==> src/rtl/counter_sequencer.sv <==
// Round-robin arbiter/controller that drives a shared up/down counter to a requester's target.
// Latency: grant 1 cycle after request in IDLE; done pulses 1 cycle after the counter matches.
// Backpressure: request is a level held until done; dropping it mid-run aborts without done.
// Optional: define SEQ_STEP_LIMIT_EN to build a step counter that ends a stuck run with err.
module counter_sequencer #(
    parameter int WIDTH = 4
) (
    input  logic             clock,
    input  logic             reset,
    input  logic [1:0]       req,
    input  logic [WIDTH-1:0] target0,
    input  logic [WIDTH-1:0] target1,
    input  logic [WIDTH-1:0] q_in,
    output logic             cnt_enable,
    output logic             cnt_up_down,
    output logic [1:0]       gnt,
    output logic [1:0]       done,
    output logic             busy,
    output logic             err
);

    typedef enum logic [1:0] {
        S_IDLE = 2'd0,
        S_RUN  = 2'd1,
        S_DONE = 2'd2
    } state_t;

    state_t           state_q;
    logic             gidx_q;      // index of the requester currently granted
    logic             rr_q;        // requester that wins when both ask
    logic [WIDTH-1:0] target_q;    // target captured at grant
    logic             up_q;
    logic [1:0]       gnt_q;
    logic [1:0]       done_q;

    logic             win_idx_d;
    logic [WIDTH-1:0] win_tgt_d;
    logic [1:0]       gnt_win_d;
    logic             match;
    logic             req_held;

    // Arbitration and run-condition decode
    always_comb begin
        win_idx_d = (req == 2'b11) ? rr_q : req[1];
        win_tgt_d = win_idx_d ? target1 : target0;
        gnt_win_d = win_idx_d ? 2'b10 : 2'b01;
        match     = (q_in == target_q);
        req_held  = req[gidx_q];
    end

    // The counter steps on the same edge it sees enable, so the enable has to
    // drop combinationally on the match cycle to avoid overshooting.
    assign cnt_enable  = ~reset & (state_q == S_RUN) & ~match & req_held;
    assign cnt_up_down = up_q;
    assign gnt         = gnt_q;
    assign done        = done_q;
    assign busy        = (state_q != S_IDLE);

`ifdef SEQ_STEP_LIMIT_EN
    logic [WIDTH:0] step_q;
    logic [WIDTH:0] step_d;
    logic           limit_hit;
    logic           err_q;

    // The run is given up on the enabled cycle that takes the count to 2**WIDTH.
    always_comb begin
        step_d    = step_q + {{WIDTH{1'b0}}, 1'b1};
        limit_hit = cnt_enable && (step_d == {1'b1, {WIDTH{1'b0}}});
    end

    // Count enabled run cycles; cleared while idle so every grant starts at zero
    always_ff @(posedge clock) begin
        if (reset) begin
            step_q <= '0;
        end else if (state_q == S_IDLE) begin
            step_q <= '0;
        end else if (cnt_enable) begin
            step_q <= step_d;
        end
    end

    assign err = err_q;
`else
    assign err = 1'b0;
`endif

    // Sequencer FSM with registered grant, done, direction and error outputs
    always_ff @(posedge clock) begin
        if (reset) begin
            state_q  <= S_IDLE;
            gidx_q   <= 1'b0;
            rr_q     <= 1'b0;
            target_q <= '0;
            up_q     <= 1'b0;
            gnt_q    <= 2'b00;
            done_q   <= 2'b00;
`ifdef SEQ_STEP_LIMIT_EN
            err_q    <= 1'b0;
`endif
        end else begin
            case (state_q)
                S_IDLE: begin
                    done_q <= 2'b00;
`ifdef SEQ_STEP_LIMIT_EN
                    err_q  <= 1'b0;
`endif
                    if (req != 2'b00) begin
                        state_q  <= S_RUN;
                        gidx_q   <= win_idx_d;
                        gnt_q    <= gnt_win_d;
                        target_q <= win_tgt_d;
                        up_q     <= (win_tgt_d > q_in);
                    end
                end
                S_RUN: begin
                    // Abort takes priority over a same-cycle match
                    if (!req_held) begin
                        state_q <= S_IDLE;
                        gnt_q   <= 2'b00;
                        rr_q    <= ~gidx_q;
                    end else if (match) begin
                        state_q <= S_DONE;
                        done_q  <= gnt_q;
`ifdef SEQ_STEP_LIMIT_EN
                    end else if (limit_hit) begin
                        state_q <= S_DONE;
                        done_q  <= gnt_q;
                        err_q   <= 1'b1;
`endif
                    end
                end
                S_DONE: begin
                    state_q <= S_IDLE;
                    gnt_q   <= 2'b00;
                    done_q  <= 2'b00;
                    rr_q    <= ~gidx_q;
`ifdef SEQ_STEP_LIMIT_EN
                    err_q   <= 1'b0;
`endif
                end
                default: begin
                    state_q <= S_IDLE;
                    gnt_q   <= 2'b00;
                    done_q  <= 2'b00;
                end
            endcase
        end
    end

endmodule

==> config.mk <==
export PLATFORM = sky130hd
export DESIGN_NAME = counter_sequencer
export DESIGN_NICKNAME = d
export VERILOG_FILES = /design/src/rtl/counter_sequencer.sv
export SDC_FILE = /design/constraint.sdc
export NUM_CORES = 1
export LEC_CHECK = 0
export ABC_AREA = 1
export CORE_ASPECT_RATIO = 1.2
export CORE_UTILIZATION = 30
export CTS_BUF_LIST = sky130_fd_sc_hd__clkbuf_4
export DETAILED_ROUTE_END_ITERATION = 12
export PLACE_DENSITY_LB_ADDON = 0.12
export SLEW_MARGIN = 40
export SYNTH_ARGS = -nofsm -noshare
export SYNTH_HDL_FRONTEND = slang
export SYNTH_SLANG_ARGS = --single-unit
==> constraint.sdc <==
create_clock -name clock -period 1.7 [get_ports clock]
set_input_delay 0.17 -clock clock [delete_from_list [all_inputs] [get_ports clock]]
set_output_delay 0.17 -clock clock [all_outputs]
set_load 0.1 [all_outputs]
==> results of run 1 <==
==> worst min-delay path by stage <==
stage / cells past startpoint / endpoint / slack (ns)
2_1_floorplan: 3 / done[0]$_SDFFE_PP0P_ / 0.34
3_3_place_gp: 2 / cnt_up_down$_SDFFE_PP0P_ / 0.46
3_5_place_dp: 2 / cnt_up_down$_SDFFE_PP0P_ / 0.47
4_1_cts: 2 / cnt_up_down$_SDFFE_PP0P_ / 0.49
5_1_grt: 6 / gnt[0]$_SDFFE_PP0P_ / 0.44
6_report: 6 / gnt[0]$_SDFFE_PP0P_ / 0.45
==> critical path: stages <==
cell and delay [ns]:
clkdlybuf4s50_1 0.52, buf_4 0.14, nand2_1 0.08, o21ai_4 0.08, nand3_1 0.11, inv_1 0.11
buf_12 0.18
==> sequential cells by signal (all words and copies together) (netlist names) <==
register / flops
cnt_up_down: 1
done: 2
gidx_q: 1
gnt: 2
rr_q: 1
state_q: 2
target_q: 4
==> metal layers <==
layer	up-vias	wire, um	GRT usage
li1	477	-	-
met1	376	841	0.156
met2	19	948	0.242
met3	2	87	0.0175
met4	0	20	0.0833
met5	-	0	0
==> repair_timing <==
action / in CTS / in global routing
setup buffers: 0 / 2
setup endpoints to repair: 0 / 1
gates resized for setup: 0 / 3
hold endpoints to repair: 0 / 0
==> power by group through the flow <==
stage               Clock [mW]  Combinational [mW]  Sequential, mW
finish                   0.211               0.433           0.355
global route             0.244               0.471           0.359
CTS                      0.221               0.430           0.355
detailed placement           0               0.429           0.362
global placement             0               0.427           0.360
floorplan                    0               0.224           0.419
==> placed cells by master, fill, tap and decap left out <==
| cell | n |
|---|---|
| a21oi_1 | 9 |
| a21oi_2 | 1 |
| buf_12 | 3 |
| buf_4 | 17 |
| buf_6 | 1 |
| clkbuf_4 | 4 |
| clkdlybuf4s50_1 | 14 |
| clkinv_1 | 1 |
| conb_1 | 1 |
| dfxtp_1 | 13 |
| dlymetal6s2s_1 | 1 |
| ha_1 | 4 |
| inv_1 | 24 |
| inv_2 | 4 |
| nand2_1 | 34 |
| nand2_2 | 6 |
| nand3_1 | 1 |
| nand3_2 | 1 |
| nand4_1 | 2 |
| nor2_1 | 12 |
| nor2_2 | 3 |
| nor2_4 | 1 |
| nor3_1 | 2 |
| o21ai_1 | 6 |
| o21ai_2 | 3 |
| o21ai_4 | 2 |
==> kinds of logic (layout without fill, tap and decap cells) <==
family | Yosys count | count (layout)
simple gates | 62 | 62
buf+inv | 32 | 69
compound gates | 21 | 21
flops | 13 | 13
fa+ha+maj | 4 | 4
other cells | 1 | 1
==> area by class of cell <==
cell class,instances,area (um^2)
timing repair buffer,36,352
sequential,13,260
multi-input combinational,88,474
tap,34,42.5
fill,289,1490
clock buffer,4,30.0
inverter,29,109
==> tab_implementation.tex, run 1 <==
\begin{tabular}{lr}
\hline
Metric & Value \\
\hline
\multicolumn{2}{l}{\textbf{Clock tree}} \\
TritonCTS clock tree & yes \\
Clock net sink count & 13 \\
Clock slew seen by the registers of the worst setup and hold paths & about 0.09 ns \\
H-tree levels & 1 \\
Number of buffers created by CTS & 3 \\
Insertion delay to the later sink of the worst-skew pair & $\sim$0.27 ns \\
Hold buffers post-CTS & 0 \\
Maximum clock insertion buffer count & 2 \\
Clock tree root buffer cell & clkbuf\_4 \\
\multicolumn{2}{l}{\textbf{Worst hold path}} \\
Worst min-delay path category & in -> reg \\
Start point of the worst min-delay path & req[0] \\
\multicolumn{2}{l}{\textbf{Global route}} \\
Global-route wire length before repair & just over 3000 um \\
Via count of the first global-routing pass & 760 \\
Number of antenna violations at the first check in global routing & 0 \\
Overall routing resource usage & 0.137 \\
Pin count of the biggest net entering global routing & 13 \\
GR Overflow Total & 0 \\
\multicolumn{2}{l}{\textbf{Floorplan}} \\
Total Die Area & 3110 um\^{}2 \\
Initial core utilization & 0.314 \\
Count of boundary I/O pins & 24 \\
Standard cell core area & roughly 2800 um\^{}2 \\
Die Span Y & 60.9 um \\
Die Wd & 51.0 um \\
Number of placement rows & 21 \\
\multicolumn{2}{l}{\textbf{Placed design}} \\
Number of cells after detailed placement & a little under 200 \\
Half-perimeter wire length of the detailed placement result & approximately 1600 um \\
Post-place setup slack & -0.218 ns \\
Final weighted congestion in routability-driven placement & roughly 0.8 \\
Total of buffers placed on input and output ports & 22 \\
Dpl cell area & 1220 um\^{}2 \\
\multicolumn{2}{l}{\textbf{Critical path}} \\
Cell count of the worst reg-to-reg path & 10 \\
CP startpoint & req[1] \\
Setup slack of the worst register-to-register path & 0.18 ns \\
Critical path required time & 1.53 ns \\
Crit-path max FO & 3 \\
Startpoint of the worst-slack reg-to-reg timing path & rr\_q\$\_SDFFE\_PP0P\_ \\
Crit path launch type & input port \\
CP Capture Point & cnt\_enable \\
Crit. End Element & primary output \\
Capture instance of the worst register-to-register path & cnt\_up\_down\$\_SDFFE\_PP0P\_ \\
Setup CP Type & in -> out \\
Data arrival time at the worst-slack endpoint & 1.40 ns \\
\multicolumn{2}{l}{\textbf{Power}} \\
Combinational share of power & 0.433 \\
Seq pwr share & 0.356 \\
Power density over the cells & between 700 and 800 nW/um\^{}2 \\
Leakage & about 0.64 nW \\
Final Total Pwr & about 1 mW \\
Internal power consumption & 0.612 mW \\
Worst-case vdd ir drop & roughly 0.00039 V \\
Clock network fraction of total power & 0.211 \\
Switching pwr & 0.387 mW \\
Sw frac & 0.387 \\
\multicolumn{2}{l}{\textbf{Yosys}} \\
Cell with the most instances after synthesis & nand2\_1 \\
Xor/xnor share of the synthesized area & 0 \\
Share of the yosys chip area belonging to registers & 0.301 \\
Number of nets produced by synthesis & 153 \\
Count of mapped cells out of synthesis & 133 \\
Biggest area contributors in the synthesized netlist & dfxtp\_1, nand2\_1, inv\_1 \\
Distinct cells, synth & 24 \\
Fraction of post-synthesis cell area in the top cell type by area & 0.301 \\
FF+latch count, synth & 13 \\
Arithmetic-cell share of the synthesized area counting full adders, half adders and majority gates & 0.0578 \\
Post-synthesis mux area share & 0 \\
Number of flops mapped to enable cells by yosys & 0 \\
Top cell type by total area after synthesis & dfxtp\_1 \\
Largest family of logic cells by synthesized area & simple AND/OR/NAND/NOR gates \\
Simple-gate portion of the synthesized area & 0.321 \\
YS warnings & 0 \\
Complex-gate fraction of the synthesized area & 0.165 \\
Async S/R FF share, synth & 0 \\
Syn avg cell area & 6.51 um\^{}2 \\
Netlist area before placement & 866 um\^{}2 \\
Leading post-synthesis cells by instance count & nand2\_1, inv\_1, dfxtp\_1 \\
Most instantiated flip-flop cell in the synthesis netlist & dfxtp\_1 \\
\multicolumn{2}{l}{\textbf{Detailed routing}} \\
Via-per-instance ratio & 4.28 \\
Residual DRC & 0 \\
Final routed wire length divided by cell count & 9.30 um \\
Length of the first detailed-routing pass in iterations & 4 \\
Vias after detailed routing & 874 \\
Routed Antenna Nets & 0 \\
DRC marker count from the first detailed-route iteration & 15 \\
Detailed-route wire length & 1900 um \\
\multicolumn{2}{l}{\textbf{Finish}} \\
Final Net Count & 191 \\
Synthesis-to-layout area growth & 46.4\% \\
Ratio of cells with drive above 1 in the final layout & 0.271 \\
Number of antenna repair diodes & 0 \\
Utilization after layout & 0.459 \\
Fin cells & $\sim$200 \\
Final instance area & about 1300 um\^{}2 \\
\multicolumn{2}{l}{\textbf{Timing}} \\
Time the worst path needs with I/O delays and setup & between 1.5 and 2 ns \\
TNS Setup & 0 ns \\
Number of hold violations in the final report & 0 \\
Setup clock skew after layout & 0.00334 ns \\
Final-report max-slew violation count & 0 \\
Post-route clock period utilization & 0.922 \\
Max Clk Rate & 638 MHz \\
Worst setup slack after layout & 0.133 ns \\
Unrepaired setup endpoints after global routing & false \\
Final setup violation count & 0 \\
Hold slack & 0.446 ns \\
\multicolumn{2}{l}{\textbf{Job}} \\
Number of max-capacitance violations reported & 0 \\
\multicolumn{2}{l}{\textbf{Status}} \\
Run status & complete, no violations \\
\hline
\end{tabular}
Power figures use the tool's default switching activity.
==> inputs of run 2 (changes only) <==
--- a/config.mk
+++ b/config.mk
@@ -6,10 +6,12 @@
 export NUM_CORES = 1
 export LEC_CHECK = 0
 export ABC_AREA = 1
+export CAP_MARGIN = 20
 export CORE_ASPECT_RATIO = 1.2
 export CORE_UTILIZATION = 30
 export CTS_BUF_LIST = sky130_fd_sc_hd__clkbuf_4
 export DETAILED_ROUTE_END_ITERATION = 12
+export GPL_TIMING_DRIVEN = 0
 export PLACE_DENSITY_LB_ADDON = 0.12
 export SLEW_MARGIN = 40
 export SYNTH_ARGS = -nofsm -noshare
==> run 2 against run 1 <==
Compared with the run above: clock skew shrank 0.0013 ns; die area is the same; global-route usage shrank 0.81 points; critical path type unchanged; sequential cell count is the same; sequential share of layout area grew 2.1 points; clock-buffer cell count is the same; critical endpoint unchanged; largest power group unchanged; cell area shrank 9.2%; non-clock buffer count shrank 9; sequential power is essentially flat.
==> tab_implementation.tex, run 2 (synthesis gave the netlist of run 1 again) <==
\begin{tabular}{lr}
\hline
Metric & Value \\
\hline
\multicolumn{2}{l}{\textbf{Finish}} \\
Final instance area & 1150 um\^{}2 \\
Top reg by flops & target\_q \\
Sequential cell area & between 200 and 300 um\^{}2 \\
Max FFs per register & 4 \\
Synthesis-to-layout area growth & 32.9\% \\
Utilization after layout & 0.417 \\
Final Net Count & 182 \\
Number of antenna repair diodes & 0 \\
Area of combinational cells with multiple inputs & 479 um\^{}2 \\
Fill cell count & 321 \\
Most frequent standard cell in the layout excluding fill and tap cells & nand2\_1 \\
Ratio of cells with drive above 1 in the final layout & 0.224 \\
Top library cells by usage in the layout, fill and taps aside & nand2\_1, inv\_1, dfxtp\_1, clkdlybuf4s50\_1, nor2\_1 \\
\multicolumn{2}{l}{\textbf{Detailed routing}} \\
Vias after detailed routing & 835 \\
Length of the first detailed-routing pass in iterations & 4 \\
Detailed-route wire length & 1780 um \\
DRC marker count from the first detailed-route iteration & 22 \\
Final routed wire length divided by cell count & 9.14 um \\
Routed Antenna Nets & 0 \\
Via-per-instance ratio & 4.28 \\
Residual DRC & 0 \\
\multicolumn{2}{l}{\textbf{Placed design}} \\
Total of buffers placed on input and output ports & 22 \\
Dpl cell area & roughly 1100 um\^{}2 \\
Half-perimeter wire length of the detailed placement result & 1450 um \\
Final weighted congestion in routability-driven placement & 0.749 \\
\multicolumn{2}{l}{\textbf{Global route}} \\
Number of antenna violations at the first check in global routing & 0 \\
Overall routing resource usage & 0.129 \\
Pin count of the biggest net entering global routing & 11 \\
Via count of the first global-routing pass & 687 \\
Global-route wire length before repair & approximately 2800 um \\
GR Overflow Total & 0 \\
\multicolumn{2}{l}{\textbf{Timing}} \\
Number of hold violations in the final report & 0 \\
Max Clk Rate & 626 MHz \\
Hold slack & 0.393 ns \\
Time the worst path needs with I/O delays and setup & 1.60 ns \\
Transition time at the pin with the least slew margin & 0.512 ns \\
TNS Setup & 0 ns \\
Max transition margin & 0.659 \\
Unrepaired setup endpoints after global routing & false \\
Post-route clock period utilization & 0.939 \\
Final setup violation count & 0 \\
Setup clock skew after layout & just over 0.002 ns \\
Final-report max-slew violation count & 0 \\
\multicolumn{2}{l}{\textbf{Status}} \\
Run status & complete, no violations \\
\multicolumn{2}{l}{\textbf{Critical path}} \\
Crit. End Element & primary output \\
Capture instance of the worst register-to-register path & cnt\_up\_down\$\_SDFFE\_PP0P\_ \\
Max stage delay on crit path & 0.51 ns \\
Cell count of the worst reg-to-reg path & 11 \\
Cell at the slowest stage of the critical path & clkdlybuf4s50\_1 \\
Setup slack of the worst register-to-register path & 0.17 ns \\
CP delay by family, top & buffers and inverters \\
Setup CP Type & in -> out \\
Crit-path max FO & 4 \\
Number of buffer and inverter stages on the critical path & 4 \\
Startpoint of the worst-slack reg-to-reg timing path & rr\_q\$\_SDFFE\_PP0P\_ \\
Critical path required time & 1.53 ns \\
Crit path launch type & input port \\
Most repeated library cell on the critical path & nand2\_1 \\
Cell-by-cell listing of the critical path & clkdlybuf4s50\_1 > inv\_1 > nand2\_1 > nand2\_1 > nor2\_4 > nand2\_1 > nand3\_1 > inv\_1 > buf\_6 \\
Data arrival time at the worst-slack endpoint & 1.43 ns \\
\multicolumn{2}{l}{\textbf{Power}} \\
Leakage & just under 0.6 nW \\
Switching pwr & 0.377 mW \\
Clock network fraction of total power & 0.223 \\
Power density over the cells & 817 nW/um\^{}2 \\
Worst-case vdd ir drop & 0.000324 V \\
Internal power consumption & 0.564 mW \\
Sw frac & 0.401 \\
Final Total Pwr & 0.941 mW \\
Seq pwr share & 0.374 \\
Combinational share of power & 0.403 \\
\multicolumn{2}{l}{\textbf{Clock tree}} \\
Maximum clock insertion buffer count & 2 \\
Clock tree root buffer cell & clkbuf\_4 \\
Insertion delay to the later sink of the worst-skew pair & between 0.2 and 0.3 ns \\
Number of buffers created by CTS & 3 \\
TritonCTS clock tree & yes \\
H-tree levels & 1 \\
Hold buffers post-CTS & 0 \\
Clock net sink count & 13 \\
Clock slew seen by the registers of the worst setup and hold paths & 0.08 ns \\
\multicolumn{2}{l}{\textbf{Floorplan}} \\
Die Wd & 51.0 um \\
Total Die Area & 3110 um\^{}2 \\
Number of placement rows & 21 \\
Initial core utilization & 0.314 \\
Die Span Y & around 61 um \\
Count of boundary I/O pins & 24 \\
Standard cell core area & 2760 um\^{}2 \\
\multicolumn{2}{l}{\textbf{Worst hold path}} \\
Start point of the worst min-delay path & req[1] \\
Worst min-delay path category & in -> reg \\
Hold worst-path end & gnt[1]\$\_SDFFE\_PP0P\_ \\
Number of cells on the worst hold path & 5 \\
\multicolumn{2}{l}{\textbf{Job}} \\
Number of max-capacitance violations reported & 0 \\
\hline
\end{tabular}
[run 2: cell count changes in the layout (fill, tap and decap cells not counted)]
cell	previous run	this run
o21ai_0	0	1
clkdlybuf4s50_1	14	13
buf_4	17	3
clkbuf_1	0	1
buf_2	0	6
buf_6	1	2
dlygate4sd2_1	0	1
nor2_4	1	2
nor2_2	3	2
buf_12	3	0
o21ai_1	6	5
[run 2: power by group through the flow]
stage	Clock, mW	Combinational (mW)	Sequential (mW)
2_1_floorplan	0	0.224	0.419
3_3_place_gp	0	0.380	0.360
3_5_place_dp	0	0.373	0.359
4_1_cts	0.221	0.380	0.352
5_1_grt	0.239	0.416	0.356
6_report	0.210	0.379	0.352
[run 2: worst min-delay path: cells and delay by family]
family	cells	cell delay, ns
buffers and inverters	2	0.25
and+or+nand+nor	1	0.05
AOI/OAI and AO/OA	2	0.16
[run 2: how the worst max path moves through the flow]
stage,startpoint,endpoint,slack (ns),cells past startpoint
2_1_floorplan,gidx_q$_SDFFE_PP0P_,cnt_enable,0.21,4
3_3_place_gp,req[0],cnt_enable,-0.80,6
3_5_place_dp,req[0],cnt_up_down$_SDFFE_PP0P_,-0.35,12
4_1_cts,req[1],cnt_enable,0.02,6
5_1_grt,state_q[1]$_SDFFE_PP0P_,cnt_enable,0.02,6
6_report,q_in[0],cnt_enable,0.10,9
[run 2: through the flow]
step | worst slack, ns | cells
after floorplan | 0.211 | 133
after global placement | -0.804 | 189
after detailed placement | -0.349 | 189
after CTS | 0.0159 | 195
after global routing | 0.0207 | 195
final | 0.103 | 195
[run 2: routing by layer]
| metal | wire length (um) | global-route usage |
|---|---|---|
| met3 | 99 | 0.0251 |
| met5 | 0 | 0 |
| met4 | 19 | 0.0714 |
| met1 | 813 | 0.157 |
| met2 | 849 | 0.212 |
[run 2: what timing repair did]
item / CTS / global route
pin swaps: 1 / 0
gates cloned: 0 / 0
gates resized for setup: 2 / 3
setup endpoints to repair: 2 / 2
buffers inserted: 2 / 0
[run 2: final cells by class]
cell class / count / area share
plain buffers: 3 / 0.0196
clock buffers: 4 / 0.0261
inverters: 29 / 0.0946
multi-input cells: 88 / 0.416
flip-flops and latches: 13 / 0.226
well taps: 34 / 0.0370
repair buffers: 24 / 0.180
==> inputs of run 3 (changes only) <==
--- a/config.mk
+++ b/config.mk
@@ -11,7 +11,6 @@
 export CORE_UTILIZATION = 30
 export CTS_BUF_LIST = sky130_fd_sc_hd__clkbuf_4
 export DETAILED_ROUTE_END_ITERATION = 12
-export GPL_TIMING_DRIVEN = 0
 export PLACE_DENSITY_LB_ADDON = 0.12
 export SLEW_MARGIN = 40
 export SYNTH_ARGS = -nofsm -noshare
==> results of run 3 <==
No change in the layout: final DEF, timing and power equal those of run 1.
